**src/rtl/loop_ctrl_nested_walker_drv_if.sv**
```systemverilog
// Handshake bundle between the instruction decoder and the nested-loop controller.
// The decoder side is the master; the controller is the slave.
interface loop_ctrl_nested_walker_drv_if #(
    parameter int LOOP_ID_W   = 5,
    parameter int LOOP_ITER_W = 16
);
    logic                   cfg_loop_iter_v;
    logic [LOOP_ITER_W-1:0] cfg_loop_iter;
    logic                   start;
    logic                   stall;
    logic                   busy;
    logic [LOOP_ID_W-1:0]   loop_index;
    logic                   loop_index_valid;
    logic                   loop_init;
    logic                   loop_enter;
    logic                   loop_exit;
    logic                   loop_ctrl_done;

    modport master (
        output cfg_loop_iter_v, cfg_loop_iter, start, stall,
        input  busy, loop_index, loop_index_valid, loop_init, loop_enter, loop_exit, loop_ctrl_done
    );

    modport slave (
        input  cfg_loop_iter_v, cfg_loop_iter, start, stall,
        output busy, loop_index, loop_index_valid, loop_init, loop_enter, loop_exit, loop_ctrl_done
    );
endinterface

```
**src/rtl/loop_ctrl_nested_walker_drv.sv**
```systemverilog
// Nested-loop controller: sequences a configured loop nest and emits init/enter/step/exit/done
// events with the loop level, so stride walkers can follow it in lockstep.
module loop_ctrl_nested_walker_drv #(
    parameter int LOOP_ID_W   = 5,
    parameter int LOOP_ITER_W = 16
) (
    input  logic                          clk,
    input  logic                          reset,
    loop_ctrl_nested_walker_drv_if.slave  bus
);
    localparam int MAX_LOOPS = 2 ** LOOP_ID_W;

    typedef enum logic [2:0] {
        S_IDLE,
        S_INIT,
        S_ENTER,
        S_INNER,
        S_STEP,
        S_EXIT,
        S_DONE
    } state_t;

    state_t                 state;
    logic [LOOP_ID_W:0]     num_loops;
    logic [LOOP_ID_W:0]     num_loops_nxt;
    logic                   cfg_accept;
    logic [LOOP_ID_W-1:0]   last;
    logic [LOOP_ID_W-1:0]   level_up;
    logic [LOOP_ITER_W-1:0] iter_buf [MAX_LOOPS];
    logic [LOOP_ITER_W-1:0] cnt      [MAX_LOOPS];

    // A config write in the same cycle as start must be visible to that run, hence num_loops_nxt.
    always_comb begin
        cfg_accept    = bus.cfg_loop_iter_v && !num_loops[LOOP_ID_W];
        num_loops_nxt = num_loops + (LOOP_ID_W+1)'(cfg_accept);
        last          = num_loops[LOOP_ID_W-1:0] - LOOP_ID_W'(1);
        level_up      = bus.loop_index - LOOP_ID_W'(1);
    end

    // Each state's event flag is registered on entry, so the flags line up with state and busy.
    // A stall simply holds everything while the per-cycle flag defaults clear the event outputs.
    always_ff @(posedge clk) begin
        if (reset) begin
            state                <= S_IDLE;
            num_loops            <= '0;
            bus.busy             <= 1'b0;
            bus.loop_index       <= '0;
            bus.loop_index_valid <= 1'b0;
            bus.loop_init        <= 1'b0;
            bus.loop_enter       <= 1'b0;
            bus.loop_exit        <= 1'b0;
            bus.loop_ctrl_done   <= 1'b0;
            for (int i = 0; i < MAX_LOOPS; i++) begin
                cnt[i] <= '0;
            end
        end else begin
            bus.loop_index_valid <= 1'b0;
            bus.loop_init        <= 1'b0;
            bus.loop_enter       <= 1'b0;
            bus.loop_exit        <= 1'b0;
            bus.loop_ctrl_done   <= 1'b0;

            if (state == S_IDLE) begin
                if (cfg_accept) begin
                    iter_buf[num_loops[LOOP_ID_W-1:0]] <= bus.cfg_loop_iter;
                end
                num_loops <= num_loops_nxt;
                if (bus.start) begin
                    if (num_loops_nxt == '0) begin
                        bus.loop_ctrl_done <= 1'b1;
                    end else begin
                        state          <= S_INIT;
                        bus.busy       <= 1'b1;
                        bus.loop_init  <= 1'b1;
                        bus.loop_index <= '0;
                        for (int i = 0; i < MAX_LOOPS; i++) begin
                            cnt[i] <= '0;
                        end
                    end
                end
            end else if (!bus.stall) begin
                case (state)
                    S_INIT: begin
                        state          <= S_ENTER;
                        bus.loop_enter <= 1'b1;
                        bus.loop_index <= '0;
                    end
                    S_ENTER: begin
                        if (bus.loop_index == last) begin
                            state                <= S_INNER;
                            bus.loop_index_valid <= 1'b1;
                        end else begin
                            bus.loop_enter <= 1'b1;
                            bus.loop_index <= bus.loop_index + LOOP_ID_W'(1);
                        end
                    end
                    // cnt[last] holds the index of the iteration currently being presented.
                    S_INNER: begin
                        if (cnt[last] == iter_buf[last]) begin
                            state         <= S_EXIT;
                            bus.loop_exit <= 1'b1;
                            cnt[last]     <= '0;
                        end else begin
                            cnt[last]            <= cnt[last] + LOOP_ITER_W'(1);
                            bus.loop_index_valid <= 1'b1;
                        end
                    end
                    S_EXIT: begin
                        if (bus.loop_index == '0) begin
                            state              <= S_DONE;
                            bus.loop_ctrl_done <= 1'b1;
                            num_loops          <= '0;
                        end else if (cnt[level_up] < iter_buf[level_up]) begin
                            state                <= S_STEP;
                            bus.loop_index_valid <= 1'b1;
                            bus.loop_index       <= level_up;
                            cnt[level_up]        <= cnt[level_up] + LOOP_ITER_W'(1);
                        end else begin
                            bus.loop_exit  <= 1'b1;
                            bus.loop_index <= level_up;
                            cnt[level_up]  <= '0;
                        end
                    end
                    S_STEP: begin
                        state          <= S_ENTER;
                        bus.loop_enter <= 1'b1;
                        bus.loop_index <= bus.loop_index + LOOP_ID_W'(1);
                    end
                    S_DONE: begin
                        state          <= S_IDLE;
                        bus.busy       <= 1'b0;
                        bus.loop_index <= '0;
                    end
                    default: begin
                        state    <= S_IDLE;
                        bus.busy <= 1'b0;
                    end
                endcase
            end
        end
    end
endmodule

```
**src/flat_wrapper.sv**
```systemverilog
// flat-port wrapper written by rule: the top's interface ports become plain ports
module loop_ctrl_nested_walker_drv_flat 
#(
    parameter int LOOP_ID_W   = 5,
    parameter int LOOP_ITER_W = 16
)
  (clk, reset, bus_cfg_loop_iter_v, bus_cfg_loop_iter, bus_start, bus_stall, bus_busy, bus_loop_index, bus_loop_index_valid, bus_loop_init, bus_loop_enter, bus_loop_exit, bus_loop_ctrl_done);
  loop_ctrl_nested_walker_drv_if #(.LOOP_ID_W(LOOP_ID_W), .LOOP_ITER_W(LOOP_ITER_W)) bus_i ();
  input  logic clk;
  input  logic reset;
  input wire logic [$bits(bus_i.cfg_loop_iter_v)-1:0] bus_cfg_loop_iter_v;
  input wire logic [$bits(bus_i.cfg_loop_iter)-1:0] bus_cfg_loop_iter;
  input wire logic [$bits(bus_i.start)-1:0] bus_start;
  input wire logic [$bits(bus_i.stall)-1:0] bus_stall;
  output wire logic [$bits(bus_i.busy)-1:0] bus_busy;
  output wire logic [$bits(bus_i.loop_index)-1:0] bus_loop_index;
  output wire logic [$bits(bus_i.loop_index_valid)-1:0] bus_loop_index_valid;
  output wire logic [$bits(bus_i.loop_init)-1:0] bus_loop_init;
  output wire logic [$bits(bus_i.loop_enter)-1:0] bus_loop_enter;
  output wire logic [$bits(bus_i.loop_exit)-1:0] bus_loop_exit;
  output wire logic [$bits(bus_i.loop_ctrl_done)-1:0] bus_loop_ctrl_done;
  assign bus_i.cfg_loop_iter_v = bus_cfg_loop_iter_v;
  assign bus_i.cfg_loop_iter = bus_cfg_loop_iter;
  assign bus_i.start = bus_start;
  assign bus_i.stall = bus_stall;
  assign bus_busy = bus_i.busy;
  assign bus_loop_index = bus_i.loop_index;
  assign bus_loop_index_valid = bus_i.loop_index_valid;
  assign bus_loop_init = bus_i.loop_init;
  assign bus_loop_enter = bus_i.loop_enter;
  assign bus_loop_exit = bus_i.loop_exit;
  assign bus_loop_ctrl_done = bus_i.loop_ctrl_done;
  loop_ctrl_nested_walker_drv #(.LOOP_ID_W(LOOP_ID_W), .LOOP_ITER_W(LOOP_ITER_W)) u_core (.clk(clk), .reset(reset), .bus(bus_i));
endmodule
```
**config.mk**
```make
export PLATFORM = sky130hd
export DESIGN_NAME = loop_ctrl_nested_walker_drv_flat
export DESIGN_NICKNAME = d
export VERILOG_FILES = /design/src/rtl/loop_ctrl_nested_walker_drv_if.sv /design/src/rtl/loop_ctrl_nested_walker_drv.sv /design/src/flat_wrapper.sv
export SDC_FILE = /design/constraint.sdc
export NUM_CORES = 2
export LEC_CHECK = 0
export BUFFER_PORTS_ARGS = -buffer_cell sky130_fd_sc_hd__buf_2
export CAP_MARGIN = 25
export CORE_MARGIN = 2
export CORE_UTILIZATION = 65
export CTS_BUF_LIST = sky130_fd_sc_hd__clkbuf_8
export DETAILED_ROUTE_END_ITERATION = 8
export GPL_TIMING_DRIVEN = 1
export PLACE_DENSITY = 0.85
export SLEW_MARGIN = 0
export SYNTH_ARGS = -nofsm -noshare
export SYNTH_HDL_FRONTEND = slang
export SYNTH_SLANG_ARGS = --single-unit
```
**constraint.sdc**
```tcl
create_clock -name clk -period 8.86 [get_ports clk]
set_clock_uncertainty 0.2 [all_clocks]
set_input_delay 2.215 -clock clk [delete_from_list [all_inputs] [get_ports clk]]
set_output_delay 2.215 -clock clk [all_outputs]
set_load 0.02 [all_outputs]
```
==> Yosys cells after proc, flatten, opt, wreduce, memory -nomap -nowiden <==
Memories as Yosys holds them, arrays and structs flattened.
Cells that the tools add are included.
{ "classes": {"bitwise": 34, "n_eq_ne": 17, "n_reduce_logical": 18, "order_cmp": 1, "n_mux": 113, "n_addsub": 6} }
{ "ops": {"columns": ["cell", "n"], "rows": [
  ["16-bit two-way mux", 36],
  ["1-bit two-way mux", 52],
  ["5-bit two-way mux", 8],
  ["1-bit bitwise OR", 34],
  ["16-bit by 1-bit adder with 16-bit output (second input constant)", 2],
  ["16-bit OR reduction", 2],
  ["3-bit two-way mux", 8],
  ["6-bit two-way mux", 4],
  ["5-bit one-hot mux with 4 select lines", 1],
  ["16-bit equality test", 1],
  ["16-bit < comparator", 1],
  ["3-bit one-hot mux with 4 select lines", 1],
  ["6-bit AND reduction", 2],
  ["5-bit by 1-bit subtractor with 5-bit output (second input constant)", 2],
  ["3-bit equality test (second input constant)", 3],
  ["6-bit by 1-bit adder with 6-bit output", 1],
  ["3-bit by 2-bit equality test with 1-bit output (second input constant)", 2],
  ["6-bit logical NOT", 1],
  ["3-bit by 1-bit != test with 1-bit output (second input constant)", 2],
  ["3-bit by 2-bit != test with 1-bit output (second input constant)", 2],
  ["5-bit by 1-bit adder with 5-bit output (second input constant)", 1],
  ["5-bit equality test", 1],
  ["5-bit logical NOT", 1],
  ["5-bit nonzero test", 1],
  ["15 further kinds", 20]
]} }
{ "word_totals": {"output_inout_bits": 11, "ramBits": 1024, "reg_bits": 20, "elab_cells": 200, "n_memories": 2} }
{ "memory_table": {"columns": ["memory", "words", "width", "rd", "rd_clocked_by_memory_dff", "wr", "line_no", "source"], "rows": [
  ["u_core.cnt", 32, 16, 2, 0, 32, "loop_ctrl_nested_walker_drv.sv:30", "logic [LOOP_ITER_W-1:0] cnt [MAX_LOOPS];"],
  ["u_core.iter_buf", 32, 16, 2, 0, 1, "loop_ctrl_nested_walker_drv.sv:29", "logic [LOOP_ITER_W-1:0] iter_buf [MAX_LOOPS];"]
]} }

==> Depth between registers and ports, before layout <==
An unclocked memory read counts as a cell.
{ "depth": {"depth_word": 13, "depth_mapped": 31} }

==> Worst setup path before layout <==
Ideal clock, no wire load.
{ "synth_path": {"kind": "reg2reg", "startpoint": "reg u_core.bus.loop_index[0]", "endpoint": "mem u_core.cnt[28][15], data pin", "n_path_buf": 17, "arrival_time_ps": 7718, "stages_incl_launch_ff": 32, "synth_period_minus_slack_ps": 8067, "slack_ps": 793, "setup_ps": 149, "required_ps": 8511, "path_cell_list": "dfxtp_1 buf_2 buf_6 buf_6 buf_6 buf_2 clkbuf_1 buf_1 inv_1 ha_1 buf_2 buf_2 buf_2 buf_2 buf_1 clkbuf_1 clkbuf_1 clkbuf_1 mux4_2 mux4_2 mux2i_1 ha_1 a21o_1 a21o_1 a21oi_1 o21ai_0 nor3_1 a31o_2 buf_2 nand3b_1 buf_2 a21oi_1"} }
{ "synth_lines": {"columns": ["element", "line_no", "source"], "rows": [
  ["start: declaration", "loop_ctrl_nested_walker_drv_if.sv:26", "output busy, loop_index, loop_index_valid, loop_init, loop_enter, loop_exit, loop_ctrl_done"],
  ["start signal: assignment", "loop_ctrl_nested_walker_drv.sv:94", "bus.loop_index <= bus.loop_index + LOOP_ID_W'(1);"],
  ["start signal: assignment", "loop_ctrl_nested_walker_drv.sv:116", "bus.loop_index <= level_up;"],
  ["start signal: assignment", "loop_ctrl_nested_walker_drv.sv:120", "bus.loop_index <= level_up;"],
  ["end: declaration", "loop_ctrl_nested_walker_drv.sv:30", null]
]} }

==> results <==
- The final critical path time including I/O delays and setup is between 7 and 8 ns.
- The horizontal extent of the die is 292 µm.
- From bottom edge to top edge, the die measures about 290 µm.
- The maximum clock frequency is between 0.1 and 0.15 GHz.
- Among all flip-flop cells after synthesis, the most frequent one is sky130_fd_sc_hd__edfxtp_1.
- The worst supply voltage drop on vdd is around 0.34 mV.
- Buffers inserted during clock tree synthesis total approximately 160.
- STA classifies the critical path startpoint as a flop.
- The post-detailed-placement half-perimeter wirelength is 115,000 µm.
- Summed over all instances, the cell type with the most area after synthesis is sky130_fd_sc_hd__edfxtp_1.
- The number of detailed-routing iterations run before antenna repair is 9.
- STA classifies the critical path endpoint as a flop.
- For this block, the routed nets add up to roughly 180,000 µm of wire.
- The leakage power is between 15 and 20 nW.
- The total number of yosys warnings is 0.
- The clock passes through at most 3 buffers.
- The switching fraction of total power is 40.7%.
- The largest fanout of any net on the critical path is 57.
- Leaving out filler cells and counting taps, the final layout contains around 4,600.
- The fraction of final layout cells with drive strength greater than 1 is 30.3%.
- TritonCTS built the clock tree.
- The root buffer selected by CTS is sky130_fd_sc_hd__clkbuf_8.
- The aggregate global routing overflow is 0.
- In this run the post-CTS setup repair buffer count came out at 0.
- Ranked by total cell area, the synthesized netlist is headed by sky130_fd_sc_hd__edfxtp_1, sky130_fd_sc_hd__mux4_2, sky130_fd_sc_hd__nor2_1.
- The average wire length per cell after detail routing is 38.9 µm.
- The final-stage net count is 3,437.
- The area growth from synthesis to final layout is 9.78%.
- Clock latency on the worst-skew pair, taken at its later pin, is 0.89 ns.
- The flow ran to the end, but the final reports show violations.
- Leaving out fill and tap cells, the most frequent cells in the layout are sky130_fd_sc_hd__edfxtp_1, sky130_fd_sc_hd__mux4_2, sky130_fd_sc_hd__nor2_1.
- The final reports fail on DRC.
- The max-capacitance violation count is 0.
- The global-route wire length before repair is 251,000 µm.
- The final route contains ~37,000 vias.
- Total power for the finished layout comes to 19.9 mW.
- For this configuration, the core starts out at a cell density of about 66%.
- After synthesis, the netlist uses 73 different library cells.
- Internal power comes to approximately 12 mW.
- Clock-pin slew was measured on the worst setup and hold paths at ~0.070 ns.
- The ratio of total power to cell area is around 340 mW/mm².
- The final clock period utilization by the worst path is between 80% and 90%.
- The via count of the first global-routing pass was between 30,000 and 40,000.
- The post-synthesis instance total is roughly 3,300.
- The clock network power share is 19.7%.
- After floorplanning, the core was sized to cover 0.0820 mm².
- The number of hold violations in the final report is 0.
- The required arrival time at the worst endpoint is roughly 9.2 ns.
- The min-delay analysis places its worst path in the category reg2reg.
- The total number of clock tree sinks is approximately 1,000.
- Summing the sequential cell areas from Yosys gives ~58% of the chip area.
- The number of buffers inserted by hold repair at cts is 0.
- The floorplan die area is 0.0850 mm².
- The number of storage elements in the synthesis netlist is roughly 1,000.
- The relative contribution of combinational cells to total power is 48.1%.
- The final setup TNS is 0 ns.
- Setup violations remaining at the end of the flow were counted as 0.
- Global routing used a little over two fifths of the available tracks.
- For this run, design rule violations remaining after detail routing come to 12.
- The area fraction of the dominant cell type after synthesis is between 50 and 60%.
- In this run the core area contains 105 standard-cell rows.
- The worst slew slack as a fraction of its limit is about a fifth.
- The cell area after synthesis is ~0.054 mm².
- The share of total power dissipated in sequential elements is 32.2%.
- The layout filler cell count is about 4,700.
- Including well taps, the total number of placed cells is approximately 4,300.
- The routability congestion estimate is 1.03.
- The post-route worst hold slack is 0.292 ns.
- The fraction of registers with async set or reset after synthesis is 0%.
- The pin count of the biggest net entering global routing is 111.
- At the worst endpoint, the arrival time is 7.87 ns.
- The H-tree generated during clock tree synthesis spans 4 levels.
- The number of antenna violations at the first check in global routing was 7.
- Yosys mapped a number of flops with a built-in enable equal to 1,024.
- The number of vias per cell after detailed routing is 8.06.
- Setup repair after global routing left no endpoint under its margin.
- The max-slew violation count is 0.
- The commonest non-fill, non-tap cell in the layout is sky130_fd_sc_hd__edfxtp_1.
- The switching power total is between 8 and 9 mW.
- 32 I/O pins were placed.
- The remaining antenna violation count after routing is 0.
- The worst setup path category is reg2reg.
- The number of gates resized after CTS was 0.
- The transition time of the tightest slew-check pin is about 1.2 ns.
- The post-synthesis area per instance is 16.1 µm².
- The violation count after the first detailed-routing iteration is 8,243.
- The net count after synthesis is 3,377.
- The number of input and output port buffers inserted is 31.
-- logic make-up (layout without fill, tap and decap cells) --
| family | count (synthesis) | after routing | synth area share (%) |
|---|---|---|---|
| flip-flops | 1044 | 1044 | 58.0 |
| buffers and inverters | 303 | 488 | 2.63 |
| AO/OA/AOI/OAI | 328 | 328 | 3.82 |
| other | 0 | 2 | 0 |
| adder cells (fa/ha/maj) | 25 | 25 | 0.582 |
| multiplexers | 667 | 667 | 26.2 |
| XOR/XNOR | 150 | 150 | 2.47 |
| AND/OR/NAND/NOR | 814 | 814 | 6.34 |
-- path summary, 6_finish.rpt --
check	cells after the start	end	slack, ns	start
max	19	u_core.cnt[6][11]	1.33	u_core.bus.loop_index[0]
min	2	u_core.bus.busy	0.29	u_core.bus.busy
max reg2reg	19	u_core.cnt[6][11]	1.33	u_core.bus.loop_index[0]
min reg2reg	2	u_core.bus.busy	0.29	u_core.bus.busy
-- sequential cells by signal, summed over array words and instances, names as in the netlist --
name and cells:
u_core.cnt 512, u_core.iter_buf 512, u_core.num_loops 6, u_core.bus.loop_index 5, u_core.state 3, u_core.bus.busy 1, u_core.bus.loop_ctrl_done 1, u_core.bus.loop_enter 1
u_core.bus.loop_exit 1, u_core.bus.loop_index_valid 1, u_core.bus.loop_init 1
-- cell type report --
cell class	count	area (µm²)	area share, %
antenna	2	5.00	0.00848
clock inverter	124	733	1.24
clock buffer	167	2300	3.90
sequential	1044	31200	52.8
multi-input combinational	1984	21400	36.3
tap	1070	1340	2.27
timing repair buffer	176	1980	3.35
inverter	21	78.8	0.134
-- critical path, stage by stage, from the launching register on --
cell                       delay [ns]
sky130_fd_sc_hd__dfxtp_4         0.84
sky130_fd_sc_hd__inv_1           0.21
sky130_fd_sc_hd__ha_4            1.04
sky130_fd_sc_hd__buf_12          0.33
sky130_fd_sc_hd__mux4_2          0.27
sky130_fd_sc_hd__mux2i_1         0.11
sky130_fd_sc_hd__a222oi_1        0.92
sky130_fd_sc_hd__nand2_1         0.11
sky130_fd_sc_hd__inv_1           0.15
sky130_fd_sc_hd__ha_1            0.17
sky130_fd_sc_hd__a21o_1          0.12
sky130_fd_sc_hd__a21o_1          0.11
sky130_fd_sc_hd__a21oi_1         0.07
sky130_fd_sc_hd__o21ai_0         0.66
sky130_fd_sc_hd__nor3_1          0.22
sky130_fd_sc_hd__a31oi_1         0.65
sky130_fd_sc_hd__nor4b_1         0.19
sky130_fd_sc_hd__a211oi_4        0.24
sky130_fd_sc_hd__buf_4           0.38
sky130_fd_sc_hd__nor2_1          0.10
-- through the flow --
| stage | worst slack, ns | utilization, % | cell area [µm²] |
|---|---|---|---|
| after floorplan | 0.793 | - | 53700 |
| after global placement | 1.46 | 67.2 | 55100 |
| after detailed placement | 1.28 | 67.8 | 55600 |
| after CTS | 1.25 | 71.5 | 58600 |
| after global routing | 1.17 | 72.0 | 59000 |
| final | 1.33 | 72.0 | 59000 |
-- routing by layer --
metal,vias up,GRT usage [%],part of all wire (%)
li1,13500,-,-
met5,-,0.170,0.012
met4,4,32.0,9.9
met3,1057,14.2,17
met1,17900,53.5,29
met2,4445,60.8,44
-- power groups by stage --
stage	Sequential [mW]	Combinational [mW]	Clock, mW
2_1_floorplan	6.29	5.95	0
3_3_place_gp	6.41	8.71	0
3_5_place_dp	6.48	8.98	0
4_1_cts	6.38	9.03	3.89
5_1_grt	6.44	9.66	4.10
6_report	6.41	9.56	3.92
-- cells in the mapped netlist, drive strengths merged (5+ instances only) --
library cell,number
edfxtp,1024
mux4,589
nor2,526
buf,149
clkbuf,133
a21oi,128
nand2,127
xor2,127
o21ai,67
nand3,62
mux2i,59
o22ai,34
ha,25
xnor2,23
inv,21
nor3,21
dfxtp,20
mux2,19
a31oi,18
a22oi,13
and3,12
nand4,12
a21o,10
nor2b,8
nor4,8
a32oi,7
nand3b,7
o31ai,7
or3,7
a211oi,6
a221oi,6
a2111oi,5
Note: power is estimated with default switching activity, not from simulation.
